## src/rtl/song_sequencer_if.sv

```systemverilog
// Sequencer bus: control inputs, note ROM read port and tone-generator outputs.
// Latency: n/a (signal bundle only).
// Backpressure: none; the sequencer is the only master of rom_addr/note.
// master = song_sequencer side, slave = player controls + ROM + tone generator.
interface song_sequencer_if #(
    parameter int ADDR_W = 8
);
    logic              play;
    logic              restart;
    logic              loop_en;
    logic [1:0]        tempo_sel;
    logic [ADDR_W-1:0] rom_addr;
    logic [7:0]        rom_data;
    logic [7:0]        note;
    logic              playing;
    logic              beat_pulse;
    logic              song_done;

    modport master (
        input  play, restart, loop_en, tempo_sel, rom_data,
        output rom_addr, note, playing, beat_pulse, song_done
    );

    modport slave (
        output play, restart, loop_en, tempo_sel, rom_data,
        input  rom_addr, note, playing, beat_pulse, song_done
    );
endinterface

```

## src/rtl/song_sequencer.sv

```systemverilog
// Song player: walks a note ROM at a selectable tempo and drives the tone generator note code.
// Latency: 2-cycle fetch per entry, then beat_len cycles of PLAY (+GAP); all outputs registered.
// Backpressure: none; play=0 freezes the player in place, restart rewinds to address 0.
// Ports: CLK100MHZ, reset (sync, active high), bus (song_sequencer_if.master):
//   play/restart/loop_en/tempo_sel controls, rom_addr/rom_data ROM port,
//   note/playing/beat_pulse/song_done to the tone generator.
module song_sequencer #(
    parameter int BEAT_DIV = 16777216,
    parameter int GAP_DIV  = 1048576,
    parameter int ADDR_W   = 8
) (
    input  logic             CLK100MHZ,
    input  logic             reset,
    song_sequencer_if.master bus
);
    // Sized for the slowest tempo (BEAT_DIV*2) so the beat count never overflows.
    localparam int CNT_W = $clog2(2 * BEAT_DIV + 1);

    localparam logic [CNT_W-1:0] BEAT_X1   = CNT_W'(BEAT_DIV);
    localparam logic [CNT_W-1:0] BEAT_HALF = CNT_W'(BEAT_DIV / 2);
    localparam logic [CNT_W-1:0] BEAT_DBL  = CNT_W'(2 * BEAT_DIV);
    localparam logic [CNT_W-1:0] BEAT_QTR  = CNT_W'(BEAT_DIV / 4);
    localparam logic [CNT_W-1:0] GAP_LEN   = CNT_W'(GAP_DIV);
    localparam logic [CNT_W-1:0] CNT_ONE   = CNT_W'(1);

    typedef enum logic [2:0] {
        S_IDLE,
        S_FETCH,
        S_PLAY,
        S_GAP,
        S_DONE
    } state_t;

    state_t            state;
    logic [ADDR_W-1:0] rom_addr_r;
    logic              fetch_2nd;   // 0 = waiting on ROM latency, 1 = rom_data valid this cycle
    logic [CNT_W-1:0]  cnt;
    logic              cur_tie;
    logic [5:0]        cur_note;    // latched entry, restores the note after a pause
    logic [7:0]        note_r;
    logic              playing_r;
    logic              beat_pulse_r;
    logic              song_done_r;

    logic [CNT_W-1:0]  beat_len;
    logic [CNT_W-1:0]  play_len;
    logic              is_end;
    logic              last_addr;
    logic              entry_end;

    // Tempo is only consumed at the second FETCH cycle, so a change mid-entry
    // takes effect from the next entry.
    always_comb begin
        beat_len = BEAT_X1;
        case (bus.tempo_sel)
            2'd0:    beat_len = BEAT_X1;
            2'd1:    beat_len = BEAT_HALF;
            2'd2:    beat_len = BEAT_DBL;
            default: beat_len = BEAT_QTR;
        endcase
    end

    // Untied entries give up the last GAP_DIV cycles of the beat to silence.
    assign play_len  = bus.rom_data[6] ? beat_len : beat_len - GAP_LEN;
    assign is_end    = (bus.rom_data == 8'hFF);
    assign last_addr = &rom_addr_r;
    assign entry_end = ((state == S_PLAY) && cur_tie && (cnt <= CNT_ONE)) ||
                       ((state == S_GAP) && (cnt <= CNT_ONE));

    always_ff @(posedge CLK100MHZ) begin
        if (reset) begin
            state        <= S_IDLE;
            rom_addr_r   <= '0;
            fetch_2nd    <= 1'b0;
            cnt          <= '0;
            cur_tie      <= 1'b0;
            cur_note     <= '0;
            note_r       <= '0;
            playing_r    <= 1'b0;
            beat_pulse_r <= 1'b0;
            song_done_r  <= 1'b0;
        end else if (bus.restart) begin
            state        <= bus.play ? S_FETCH : S_IDLE;
            rom_addr_r   <= '0;
            fetch_2nd    <= 1'b0;
            cnt          <= '0;
            cur_tie      <= 1'b0;
            cur_note     <= '0;
            note_r       <= '0;
            playing_r    <= bus.play;
            beat_pulse_r <= 1'b0;
            song_done_r  <= 1'b0;
        end else begin
            beat_pulse_r <= 1'b0;
            song_done_r  <= 1'b0;
            case (state)
                S_IDLE: begin
                    note_r    <= '0;
                    fetch_2nd <= 1'b0;
                    playing_r <= bus.play;
                    if (bus.play) begin
                        state <= S_FETCH;
                    end
                end

                S_FETCH, S_PLAY, S_GAP: begin
                    if (!bus.play) begin
                        // Pause: hold state, count and address; a fetch restarts from its first cycle.
                        note_r    <= '0;
                        playing_r <= 1'b0;
                        fetch_2nd <= 1'b0;
                    end else begin
                        playing_r <= 1'b1;
                        note_r    <= '0;
                        if (state == S_FETCH) begin
                            fetch_2nd <= ~fetch_2nd;
                            if (fetch_2nd) begin
                                if (!is_end) begin
                                    state        <= S_PLAY;
                                    cur_note     <= bus.rom_data[5:0];
                                    cur_tie      <= bus.rom_data[6];
                                    note_r       <= {2'b00, bus.rom_data[5:0]};
                                    beat_pulse_r <= 1'b1;
                                    cnt          <= play_len;
                                end else if (bus.loop_en) begin
                                    rom_addr_r <= '0;
                                end else begin
                                    state       <= S_DONE;
                                    song_done_r <= 1'b1;
                                    playing_r   <= 1'b0;
                                end
                            end
                        end else if (state == S_PLAY) begin
                            note_r <= {2'b00, cur_note};
                            if (cnt > CNT_ONE) begin
                                cnt <= cnt - CNT_ONE;
                            end else if (!cur_tie) begin
                                state  <= S_GAP;
                                cnt    <= GAP_LEN;
                                note_r <= '0;
                            end
                        end else begin
                            if (cnt > CNT_ONE) begin
                                cnt <= cnt - CNT_ONE;
                            end
                        end

                        // Entry finished: step the address; running off the top of the
                        // ROM behaves like an end marker.
                        if (entry_end) begin
                            cnt    <= '0;
                            note_r <= '0;
                            if (last_addr && !bus.loop_en) begin
                                state       <= S_DONE;
                                song_done_r <= 1'b1;
                                playing_r   <= 1'b0;
                            end else begin
                                rom_addr_r <= rom_addr_r + ADDR_W'(1);
                                state      <= S_FETCH;
                            end
                        end
                    end
                end

                S_DONE: begin
                    note_r    <= '0;
                    playing_r <= 1'b0;
                    if (!bus.play) begin
                        state      <= S_IDLE;
                        rom_addr_r <= '0;
                    end
                end

                default: begin
                    state <= S_IDLE;
                end
            endcase
        end
    end

    assign bus.rom_addr   = rom_addr_r;
    assign bus.note       = note_r;
    assign bus.playing    = playing_r;
    assign bus.beat_pulse = beat_pulse_r;
    assign bus.song_done  = song_done_r;
endmodule
```

## src/flat_wrapper.sv

```systemverilog
// flat-port wrapper written by rule: the top's interface ports become plain ports
module song_sequencer_flat 
#(
    parameter int BEAT_DIV = 16777216,
    parameter int GAP_DIV  = 1048576,
    parameter int ADDR_W   = 8
)
  (CLK100MHZ, reset, bus_play, bus_restart, bus_loop_en, bus_tempo_sel, bus_rom_data, bus_rom_addr, bus_note, bus_playing, bus_beat_pulse, bus_song_done);
  song_sequencer_if #(.ADDR_W(ADDR_W)) bus_i ();
  input  logic CLK100MHZ;
  input  logic reset;
  input wire logic [$bits(bus_i.play)-1:0] bus_play;
  input wire logic [$bits(bus_i.restart)-1:0] bus_restart;
  input wire logic [$bits(bus_i.loop_en)-1:0] bus_loop_en;
  input wire logic [$bits(bus_i.tempo_sel)-1:0] bus_tempo_sel;
  input wire logic [$bits(bus_i.rom_data)-1:0] bus_rom_data;
  output wire logic [$bits(bus_i.rom_addr)-1:0] bus_rom_addr;
  output wire logic [$bits(bus_i.note)-1:0] bus_note;
  output wire logic [$bits(bus_i.playing)-1:0] bus_playing;
  output wire logic [$bits(bus_i.beat_pulse)-1:0] bus_beat_pulse;
  output wire logic [$bits(bus_i.song_done)-1:0] bus_song_done;
  assign bus_i.play = bus_play;
  assign bus_i.restart = bus_restart;
  assign bus_i.loop_en = bus_loop_en;
  assign bus_i.tempo_sel = bus_tempo_sel;
  assign bus_i.rom_data = bus_rom_data;
  assign bus_rom_addr = bus_i.rom_addr;
  assign bus_note = bus_i.note;
  assign bus_playing = bus_i.playing;
  assign bus_beat_pulse = bus_i.beat_pulse;
  assign bus_song_done = bus_i.song_done;
  song_sequencer #(.BEAT_DIV(BEAT_DIV), .GAP_DIV(GAP_DIV), .ADDR_W(ADDR_W)) u_core (.CLK100MHZ(CLK100MHZ), .reset(reset), .bus(bus_i));
endmodule
```

## config.mk

```make
export PLATFORM = sky130hd
export DESIGN_NAME = song_sequencer_flat
export DESIGN_NICKNAME = d
export VERILOG_FILES = /design/src/rtl/song_sequencer_if.sv /design/src/rtl/song_sequencer.sv /design/src/flat_wrapper.sv
export SDC_FILE = /design/constraint.sdc
export NUM_CORES = 1
export LEC_CHECK = 0
export BUFFER_PORTS_ARGS = -buffer_cell sky130_fd_sc_hd__clkbuf_2
export CAP_MARGIN = 20
export CELL_PAD_IN_SITES_DETAIL_PLACEMENT = 0
export CELL_PAD_IN_SITES_GLOBAL_PLACEMENT = 1
export CORE_ASPECT_RATIO = 0.9
export CORE_MARGIN = 2
export CORE_UTILIZATION = 46
export CTS_CLUSTER_DIAMETER = 200
export DETAILED_ROUTE_END_ITERATION = 10
export PLACE_DENSITY = 0.8
export SKIP_LAST_GASP = 1
export SLEW_MARGIN = 20
export SYNTH_ARGS = -nofsm -noshare
export SYNTH_HDL_FRONTEND = slang
export SYNTH_SLANG_ARGS = --single-unit
```

## constraint.sdc

```tcl
create_clock -name CLK100MHZ -period 6.4 [get_ports CLK100MHZ]
set_input_delay 0.64 -clock CLK100MHZ [delete_from_list [all_inputs] [get_ports CLK100MHZ]]
set_output_delay 0.64 -clock CLK100MHZ [all_outputs]
set_load 0.02 [all_outputs]
```

* Word level (Yosys, flattened, before mapping)
Index checks and enable logic that the tools add are counted.
** Storage, ports and cells
- Bits in registers :: 56
- Bits of input ports :: 15
- Word-level logic and storage cells :: 127
** Operators by class
- Add/sub/neg operators :: 3
- Magnitude comparators :: 2
- Eq/ne operators :: 21
- Multiplexer cells :: 62
- Bitwise gates (word level) :: 5
- Reductions and logical operators :: 24
** Operator list (count)
- 2-to-1 mux 26 bit :: 9
- 2-to-1 mux 8 bit :: 14
- one-hot mux 26 bit (3 select lines) :: 1
- 2-to-1 mux 3 bit :: 13
- one-hot mux 8 bit (2 select lines) :: 2
- greater-than comparator 26 x 1 -> 1 bit (second input constant) :: 1
- <= comparator 26 x 1 -> 1 bit (second input constant) :: 1
- subtractor 26 x 1 -> 26 bit (second input constant) :: 1
- subtractor 26 x 21 -> 26 bit (second input constant) :: 1
- 2-to-1 mux 1 bit :: 18
- AND reduction 8 bit :: 2
- 2-to-1 mux 6 bit :: 2
- inequality test 3 bit (second input constant) :: 4
- inequality test 5 x 3 -> 1 bit (second input constant) :: 2
- one-hot mux 3 bit (3 select lines) :: 1
- adder 8 x 1 -> 8 bit (second input constant) :: 1
- equality test 8 bit (second input constant) :: 1
- nonzero test 4 bit :: 2
- equality test 3 x 2 -> 1 bit (second input constant) :: 2
- inequality test 6 bit (second input constant) :: 1
- AND reduction 6 bit :: 1
- nonzero test 2 bit :: 3
- OR reduction 6 bit :: 1
- inequality test 5 x 2 -> 1 bit (second input constant) :: 1
- other kinds (23) :: 32

* Logic depth before layout (Yosys ltp)
Gate-level depths: netlist (run 1).
- Word-level depth :: 9
- Depth in mapped cells :: 8
- Gate-level depth less buffers :: 7

* Worst setup path before layout (run 1)
No wires, ideal clock.
- Path kind :: register -> register
- From :: reg u_core.rom_addr_r[0] (netlist: u_core.bus.rom_addr[0])
- To :: reg u_core.rom_addr_r[7] (netlist: u_core.bus.rom_addr[7])
- Library setup time :: 0.095 ns
- Arrival :: 2.428 ns
- Required time :: 6.305 ns
- Setup slack :: 3.876 ns
- Stages on the path, launching flop included :: 8
- Path buffers :: 0
- Period minus slack after synthesis :: 2.524 ns
- Path through :: dfxtp_1 ha_1 nand4_1 nor4_1 nor2_1 a21oi_1 o21ai_0 a221oi_1
** On the way
- Cells in the longest elaborated chain, start to end :: 6
- Elaborated cells on any way between the ends :: 7
- Classes of those cells :: add/sub (1); mux (4); reduce/logical (2)
** Ends and longest elaborated chain
- from (decl) :: line song_sequencer.sv:35 : logic [ADDR_W-1:0] rom_addr_r;
- from (signal assigned) :: line song_sequencer.sv:158 : rom_addr_r <= rom_addr_r + ADDR_W'(1);
- branches (longest 2 deep; another with adder 8 x 1 -> 8 bit)
- 2-to-1 mux 8 bit (*) :: line song_sequencer.sv:153 : if (last_addr && !bus.loop_en) begin
- 2-to-1 mux 8 bit (*) :: line song_sequencer.sv:150 : if (entry_end) begin
- 2-to-1 mux 8 bit (*) :: line song_sequencer.sv:107 : if (!bus.play) begin
- one-hot mux 8 bit (2 select lines) (*) :: line song_sequencer.sv:96 : case (state)
Mark *: on every way between the ends. The select of a mux whose other input is x is not followed.
A chain may end at the register's enable or synchronous reset.

* Final worst setup path (run 1)
- From :: reg u_core.cnt[14]
- To :: reg u_core.cnt[1]
** On the way
- Cells in the longest elaborated chain, start to end :: 5
- Elaborated cells on any way between the ends :: 14
- Classes of those cells :: order compare (2); eq/ne (3); mux (4); reduce/logical (5)
** Ends and longest elaborated chain
- from (decl) :: line song_sequencer.sv:37 : logic [CNT_W-1:0] cnt;
- from (signal assigned) :: line song_sequencer.sv:124 : cnt <= play_len;
- from (signal assigned) :: line song_sequencer.sv:136 : cnt <= cnt - CNT_ONE;
- from (signal assigned) :: line song_sequencer.sv:144 : cnt <= cnt - CNT_ONE;
- <= comparator 26 x 1 -> 1 bit or greater-than comparator 26 x 1 -> 1 bit (tied branches)
- logical AND 1 bit (tied with other cells) :: line song_sequencer.sv:67 : assign entry_end = ((state == S_PLAY) && cur_tie && (cnt <= CNT_ONE)) ||
- logical OR 1 bit or 2-to-1 mux 26 bit (tied branches) :: line song_sequencer.sv:67, song_sequencer.sv:133
- inequality test 4 bit (no source line) (tied with other cells)
- AND reduction 6 bit (no source line) or 2-to-1 mux 26 bit (tied branches)
Several ways; a longest one is shown, not always the timed one.

==> impl_metrics.env, run 1 <==
export IMPL_track_usage_pct=22.0
export IMPL_die_y_um=80.7
export IMPL_ys_ff_latch=54
export IMPL_ant_nets=0
export IMPL_io_buffers=31
export IMPL_post_cts_resized=0
export IMPL_tightest_slew_ps=869
export IMPL_path_class="flop to flop"
export IMPL_grt_max_degree=21
export IMPL_synth_distinct_cells=57
export IMPL_synthToLayoutAreaGrowth_pct=9.68
export IMPL_leakagePower_nw=1.14
export IMPL_tritoncts="done"
export IMPL_initial_core_util_pct=48.4
export IMPL_max_freq_mhz=334
export IMPL_synth_area_leader_cell="dfxtp_1"
export IMPL_dr_pass1_iters=5
export IMPL_via_count=2870
export IMPL_required_ps=6570
export IMPL_antenna_cells_inserted=0
export IMPL_fin_skew_ps=15.0
export IMPL_final_period_utilization_pct=46.8
export IMPL_io_pins=34
export IMPL_antenna_found_initial=0
export IMPL_placed_cells=492
export IMPL_coreArea_um2=6220
export IMPL_drv_cap=0
export IMPL_place_congestion=0.811
export IMPL_numClockSinks=54
export IMPL_fill_cells=630
export IMPL_clk_latency_ps=310
export IMPL_grt_pass1_vias=2591
export IMPL_hold_class="flop to flop"
export IMPL_outcome="complete, no violations"
export IMPL_place_area_um2=3200
export IMPL_reg2reg_depth=6
export IMPL_cts_buffers=5
export IMPL_hold_depth=2
export IMPL_drv_slew=0
export IMPL_cp_max_fo=15
export IMPL_cts_hold_fix_buffers=0
export IMPL_cts_max_level=2
export IMPL_crit_arrival_ps=3160
export IMPL_grtUsageMet3_pct=3.56
export IMPL_fin_nets=430
export IMPL_avgViaCountPerCell=5.74
export IMPL_cts_setup_buffers=0
export IMPL_fin_area_um2=3300
export IMPL_async_reset_ff_share_pct=0
export IMPL_synth_edff_count=0
export IMPL_root_buffer="clkbuf_8"
export IMPL_drc=0
export IMPL_regToRegEndpoint="u_core.cnt[1]"
export IMPL_max_stage_delay_ps=730
export IMPL_drive_gt1_share_pct=15.0
export IMPL_cp_slowest_cell="o31ai_1"
export IMPL_layout_cells_non_filler=500
export IMPL_busiest_layer="met2"
export IMPL_synth_avg_cell_area_um2=7.74
export IMPL_power_density_nw_per_um2=233
export IMPL_dr_first_iter_drc_count=146
export IMPL_synth_warnings=0
export IMPL_grt_pass1_wl_um=12800
export IMPL_synth_top_flop_cell="dfxtp_1"
export IMPL_place_hpwl_um=5430
export IMPL_cpMostUsedCell="nand2_1"
export IMPL_use_met1_pct=31.6
export IMPL_rows=27
export IMPL_min_from="u_core.bus.note[0]"
export IMPL_slew_headroom_pct=41.9
export IMPL_synth_cells=389
export IMPL_synth_area_leaders="dfxtp_1 36%, a21oi_1 5.8%, o21ai_0 5.3%"
export IMPL_r2r_setup_slack_ps=3410
export IMPL_routed_wl_um=7550
export IMPL_finalHoldViolations=0
export IMPL_start_kind="flop"
export IMPL_seq_area_frac_synth_pct=35.9
export IMPL_wl_per_cell_um=15.1
export IMPL_clk_path_buf_depth=2
export IMPL_rsz0062_at_grt="false"
export IMPL_setup_tns_ps=0
export IMPL_path_cells="nor4_1 > o211ai_1 > o31ai_1 > nand2_1 > nand2_1 > a211oi_1"
export IMPL_grtUsageMet2_pct=35.6
export IMPL_setup_viol=0
export IMPL_ir_worst_vdd_uv=151
export IMPL_die_area_um2=7210
export IMPL_die_x_um=89.3
export IMPL_synth_top_area_share_pct=35.9
export IMPL_whs_endpoint="u_core.bus.note[0]"
export IMPL_fin_crit_ps=2990
export IMPL_syn_area_um2=3010
export IMPL_timing_rr_start="u_core.cnt[14]"
export IMPL_overflow=0
export IMPL_critPathCaptureType="flop"
export IMPL_clk_pin_slew_ps=110
## kinds of logic (layout without fill, tap and decap cells)
family                   Yosys count  count (layout)  share of synthesized area (%)
AND/OR/NAND/NOR                  179             179                           30.8
AO/OA/AOI/OAI                    110             110                           23.2
flip-flops                        54              54                           35.9
buffers and inverters             27              50                           4.36
XOR/XNOR                          15              15                           4.36
adder cells (fa/ha/maj)            3               3                           1.25
other                              1               2                          0.125
## flip-flops by register name, indices dropped and copies added, names as in the netlist
register,cells
u_core.bus.note,6
u_core.bus.rom_addr,8
u_core.cur_tie,1
u_core.cnt,26
u_core.state,3
u_core.bus.playing,1
u_core.fetch_2nd,1
u_core.bus.song_done,1
u_core.cur_note,6
u_core.bus.beat_pulse,1
## layout make-up
type / instances / area (um2) / area share (%)
Inverter: 7 / 26.3 / 0.796
Timing Repair Buffer: 35 / 185 / 5.61
Multi-Input combinational cell: 309 / 1810 / 54.7
Tap cell: 87 / 109 / 3.30
Clock inverter: 3 / 26.3 / 0.796
Clock buffer: 5 / 68.8 / 2.08
Sequential cell: 54 / 1080 / 32.7
## report_power, final
part / leakage (nW) / total, W / switching, W / internal (W)
registers: 0.436 / 0.000356 / 0.0000108 / 0.000345
clock network: 0.0491 / 0.000203 / 0.000122 / 0.0000809
logic: 0.654 / 0.000209 / 0.000138 / 0.0000706
total: 1.14 / 0.000768 / 0.000272 / 0.000496
## critical path: cells and delay by family, from the launching register on
kind	cells	cell delay, ps
AOI/OAI and AO/OA	3	1260
and+or+nand+nor	3	1200
DFF	1	380
## worst max-delay path by stage
stage | from | endpoint | slack [ps] | depth (start not counted)
after floorplan | u_core.bus.rom_addr[0] | u_core.bus.rom_addr[7] | 3880 | 7
after global placement | bus_rom_data[6] | u_core.cnt[19] | 3190 | 7
after detailed placement | bus_rom_data[6] | u_core.cnt[19] | 3200 | 7
after CTS | u_core.cnt[14] | u_core.cnt[1] | 3380 | 6
after global routing | u_core.cnt[14] | u_core.cnt[16] | 3050 | 6
final | u_core.cnt[14] | u_core.cnt[1] | 3410 | 6
## cell usage after synthesis, types with 3 or more instances
master,count
buf_4,3
nand2_1,40
a211oi_1,5
nand2b_1,6
nor3_1,19
buf_2,3
inv_1,7
clkbuf_1,11
or3_1,5
nand3b_1,3
nor2b_1,3
xnor2_1,9
nor2_1,38
nor4_1,14
a21oi_1,35
a22oi_1,9
a31oi_1,3
nand3_1,21
xor2_1,6
ha_1,3
o31ai_1,4
and2_1,4
nand4_1,5
o21ai_0,32
dfxtp_1,54
or2_2,5
and3_1,4
or4_1,3
## layout by cell type, fill, tap and decap left out, types with 6 or more instances in the layout
cell type / instances
nand3_1: 21
inv_1: 7
a22oi_1: 9
nor3_1: 19
dfxtp_1: 54
clkbuf_2: 31
nor2_1: 38
xnor2_1: 9
nand2b_1: 6
nand2_1: 40
a21oi_1: 34
o21ai_0: 32
xor2_1: 6
nor4_1: 14
## through the flow
step                      total power [W]  util [%]  hold WS [ps]  setup slack (ps)
after global placement           0.000568      51.5           436              3190
after floorplan                  0.000518         -           436              3880
final                            0.000768      53.1           463              3410
after CTS                        0.000770      53.1           462              3380
after detailed placement         0.000569      51.5           444              3200
after global routing             0.000815      53.1           478              3050
## layer usage
| layer | wire length [um] | vias to the layer above |
|---|---|---|
| met4 | 45 | 0 |
| met2 | 3430 | 66 |
| met3 | 312 | 7 |
| met1 | 3760 | 1333 |
| met5 | 0 | - |
| li1 | - | 1464 |
Note: power is estimated with default switching activity, not from simulation.
==> run 2, diff against run 1 <==
--- a/config.mk
+++ b/config.mk
@@ -11,10 +11,10 @@
 export CELL_PAD_IN_SITES_GLOBAL_PLACEMENT = 1
 export CORE_ASPECT_RATIO = 0.9
 export CORE_MARGIN = 2
-export CORE_UTILIZATION = 46
+export CORE_UTILIZATION = 43
 export CTS_CLUSTER_DIAMETER = 200
 export DETAILED_ROUTE_END_ITERATION = 10
-export PLACE_DENSITY = 0.8
+export PLACE_DENSITY = 0.75
 export SKIP_LAST_GASP = 1
 export SLEW_MARGIN = 20
 export SYNTH_ARGS = -nofsm -noshare
==> constraint.sdc (replaced) <==
create_clock -name CLK100MHZ -period 2.8 [get_ports CLK100MHZ]
set_input_delay 0.28 -clock CLK100MHZ [delete_from_list [all_inputs] [get_ports CLK100MHZ]]
set_output_delay 0.28 -clock CLK100MHZ [all_outputs]
set_load 0.02 [all_outputs]
==> impl_metrics.env, run 2 (synthesized netlist as in run 1, its figures left out) <==
export IMPL_final_period_utilization_pct=94.0
export IMPL_crit_arrival_ps=2890
export IMPL_min_from="reset"
export IMPL_dr_pass1_iters=5
export IMPL_ir_worst_vdd_uv=316
export IMPL_finalPower_w=0.00179
export IMPL_reg2reg_depth=6
export IMPL_track_usage_pct=20.8
export IMPL_initial_core_util_pct=45.0
export IMPL_switching_share_pct=35.1
export IMPL_avgViaCountPerCell=5.69
export IMPL_cts_buffers=5
export IMPL_grt_max_degree=21
export IMPL_fin_hold_ws_ps=210
export IMPL_fin_skew_ps=13.4
export IMPL_path_cells="or3_4 > or4_1 > or4_4 > a211oi_2 > a211oi_1 > o22ai_1"
export IMPL_die_x_um=92.2
export IMPL_drc=0
export IMPL_overflow=0
export IMPL_fin_crit_ps=2630
export IMPL_p_int_w=0.00116
export IMPL_r2r_setup_slack_ps=170
export IMPL_die_y_um=83.4
export IMPL_whs_endpoint="u_core.bus.playing"
export IMPL_numClockSinks=54
export IMPL_tightest_slew_ps=907
export IMPL_rows=28
export IMPL_cp_slowest_cell="or4_4"
export IMPL_drv_slew=0
export IMPL_multiInputGateArea_um2=1800
export IMPL_io_buffers=31
export IMPL_slew_headroom_pct=39.1
export IMPL_required_ps=3050
export IMPL_outcome="complete, no violations"
export IMPL_tritoncts="done"
export IMPL_dr_first_iter_drc_count=155
export IMPL_clk_pin_slew_ps=110
export IMPL_cts_setup_buffers=0
export IMPL_path_buf_inv=0
export IMPL_grt_pass1_wl_um=13200
export IMPL_drv_cap=0
export IMPL_fin_nets=442
export IMPL_cts_max_level=2
export IMPL_critPathCaptureType="flop"
export IMPL_cp_top_family="simple AND/OR/NAND/NOR gates"
export IMPL_dp_slack_ps=209
export IMPL_timing_rr_start="u_core.cnt[20]"
export IMPL_cts_hold_fix_buffers=0
export IMPL_start_kind="flop"
export IMPL_via_count=2929
export IMPL_drive_gt1_share_pct=17.2
export IMPL_place_congestion=0.833
export IMPL_antenna_cells_inserted=0
export IMPL_hold_depth=2
export IMPL_setup_slack_ps=167
export IMPL_final_common_cell="dfxtp_1"
export IMPL_coreArea_um2=6690
export IMPL_layout_cells_non_filler=515
export IMPL_setup_viol=0
export IMPL_path_class="flop to flop"
export IMPL_fill_cells=688
export IMPL_pwr_share_seq_pct=45.3
export IMPL_root_buffer="clkbuf_8"
export IMPL_switchingPower_w=0.000630
export IMPL_ant_nets=0
export IMPL_leakagePower_nw=1.19
export IMPL_seq_area_um2=1080
export IMPL_regToRegEndpoint="u_core.bus.rom_addr[2]"
export IMPL_finalHoldViolations=0
export IMPL_grt_pass1_vias=2772
export IMPL_clk_path_buf_depth=2
export IMPL_power_density_nw_per_um2=529
export IMPL_rsz0062_at_grt="false"
export IMPL_regMostFlops="u_core.cnt"
export IMPL_largest_register_ffs=26
export IMPL_cp_max_fo=9
export IMPL_place_hpwl_um=5760
export IMPL_routed_wl_um=7830
export IMPL_post_cts_resized=0
export IMPL_antenna_found_initial=0
export IMPL_max_stage_delay_ps=670
export IMPL_clk_latency_ps=320
export IMPL_final_cell_mix="54 x dfxtp_1, 40 x nand2_1, 38 x nor2_1"
export IMPL_setup_tns_ps=0
export IMPL_wl_per_cell_um=15.2
export IMPL_hold_class="input port to flop"
export IMPL_max_freq_mhz=380
export IMPL_synthToLayoutAreaGrowth_pct=12.6
export IMPL_io_pins=34
export IMPL_pwr_share_comb_pct=29.1
export IMPL_die_area_um2=7690
export IMPL_pwr_share_clk_pct=25.6
export IMPL_placed_cells=507
-- run 2: cell types whose count changed in the layout (fill, tap and decap cells not counted) --
cell | before | now
a21oi_1 | 34 | 35
inv_6 | 2 | 1
buf_4 | 4 | 16
a21oi_2 | 1 | 0
clkinvlp_4 | 0 | 2
clkinv_4 | 1 | 0
-- run 2: area by class of cell --
class	count	share of cell area (%)
Clock inverter	3	0.701
Tap cell	90	3.32
Clock buffer	5	2.03
Inverter	7	0.775
Timing Repair Buffer	47	8.12
Multi-Input combinational cell	309	53.2
Sequential cell	54	31.9
-- run 2: layer usage --
metal  vias up  wire length, um  global-route usage, %
li1       1491                -                      -
met1      1347             3900                   29.2
met2        80             3460                   33.0
met3        11              354                   3.36
met4         0              111                   5.70
met5         -                0                      0
-- run 2: power by group through the flow --
| stage | clock [W] | combinational (W) | sequential (W) |
|---|---|---|---|
| 2_1_floorplan | 0 | 0.000362 | 0.000823 |
| 3_3_place_gp | 0 | 0.000514 | 0.000830 |
| 3_5_place_dp | 0 | 0.000515 | 0.000830 |
| 4_1_cts | 0.000469 | 0.000518 | 0.000813 |
| 5_1_grt | 0.000503 | 0.000572 | 0.000817 |
| 6_report | 0.000460 | 0.000522 | 0.000813 |
-- run 2: worst max path at each step --
stage	depth (start not counted)	end	slack, ps	startpoint
after floorplan	7	u_core.bus.rom_addr[7]	280	u_core.bus.rom_addr[0]
after global placement	6	u_core.bus.rom_addr[2]	300	u_core.cnt[20]
after detailed placement	6	u_core.bus.rom_addr[2]	210	u_core.cnt[20]
after CTS	6	u_core.bus.rom_addr[2]	190	u_core.cnt[20]
after global routing	6	u_core.bus.rom_addr[3]	50	u_core.cnt[20]
final	6	u_core.bus.rom_addr[2]	170	u_core.cnt[20]
-- run 2: metrics by stage --
stage          cell area, um2  util, %
2_1_floorplan            3010        -
3_3_place_gp             3300     49.3
3_5_place_dp             3300     49.3
4_1_cts                  3390     50.7
5_1_grt                  3390     50.7
6_report                 3390     50.7
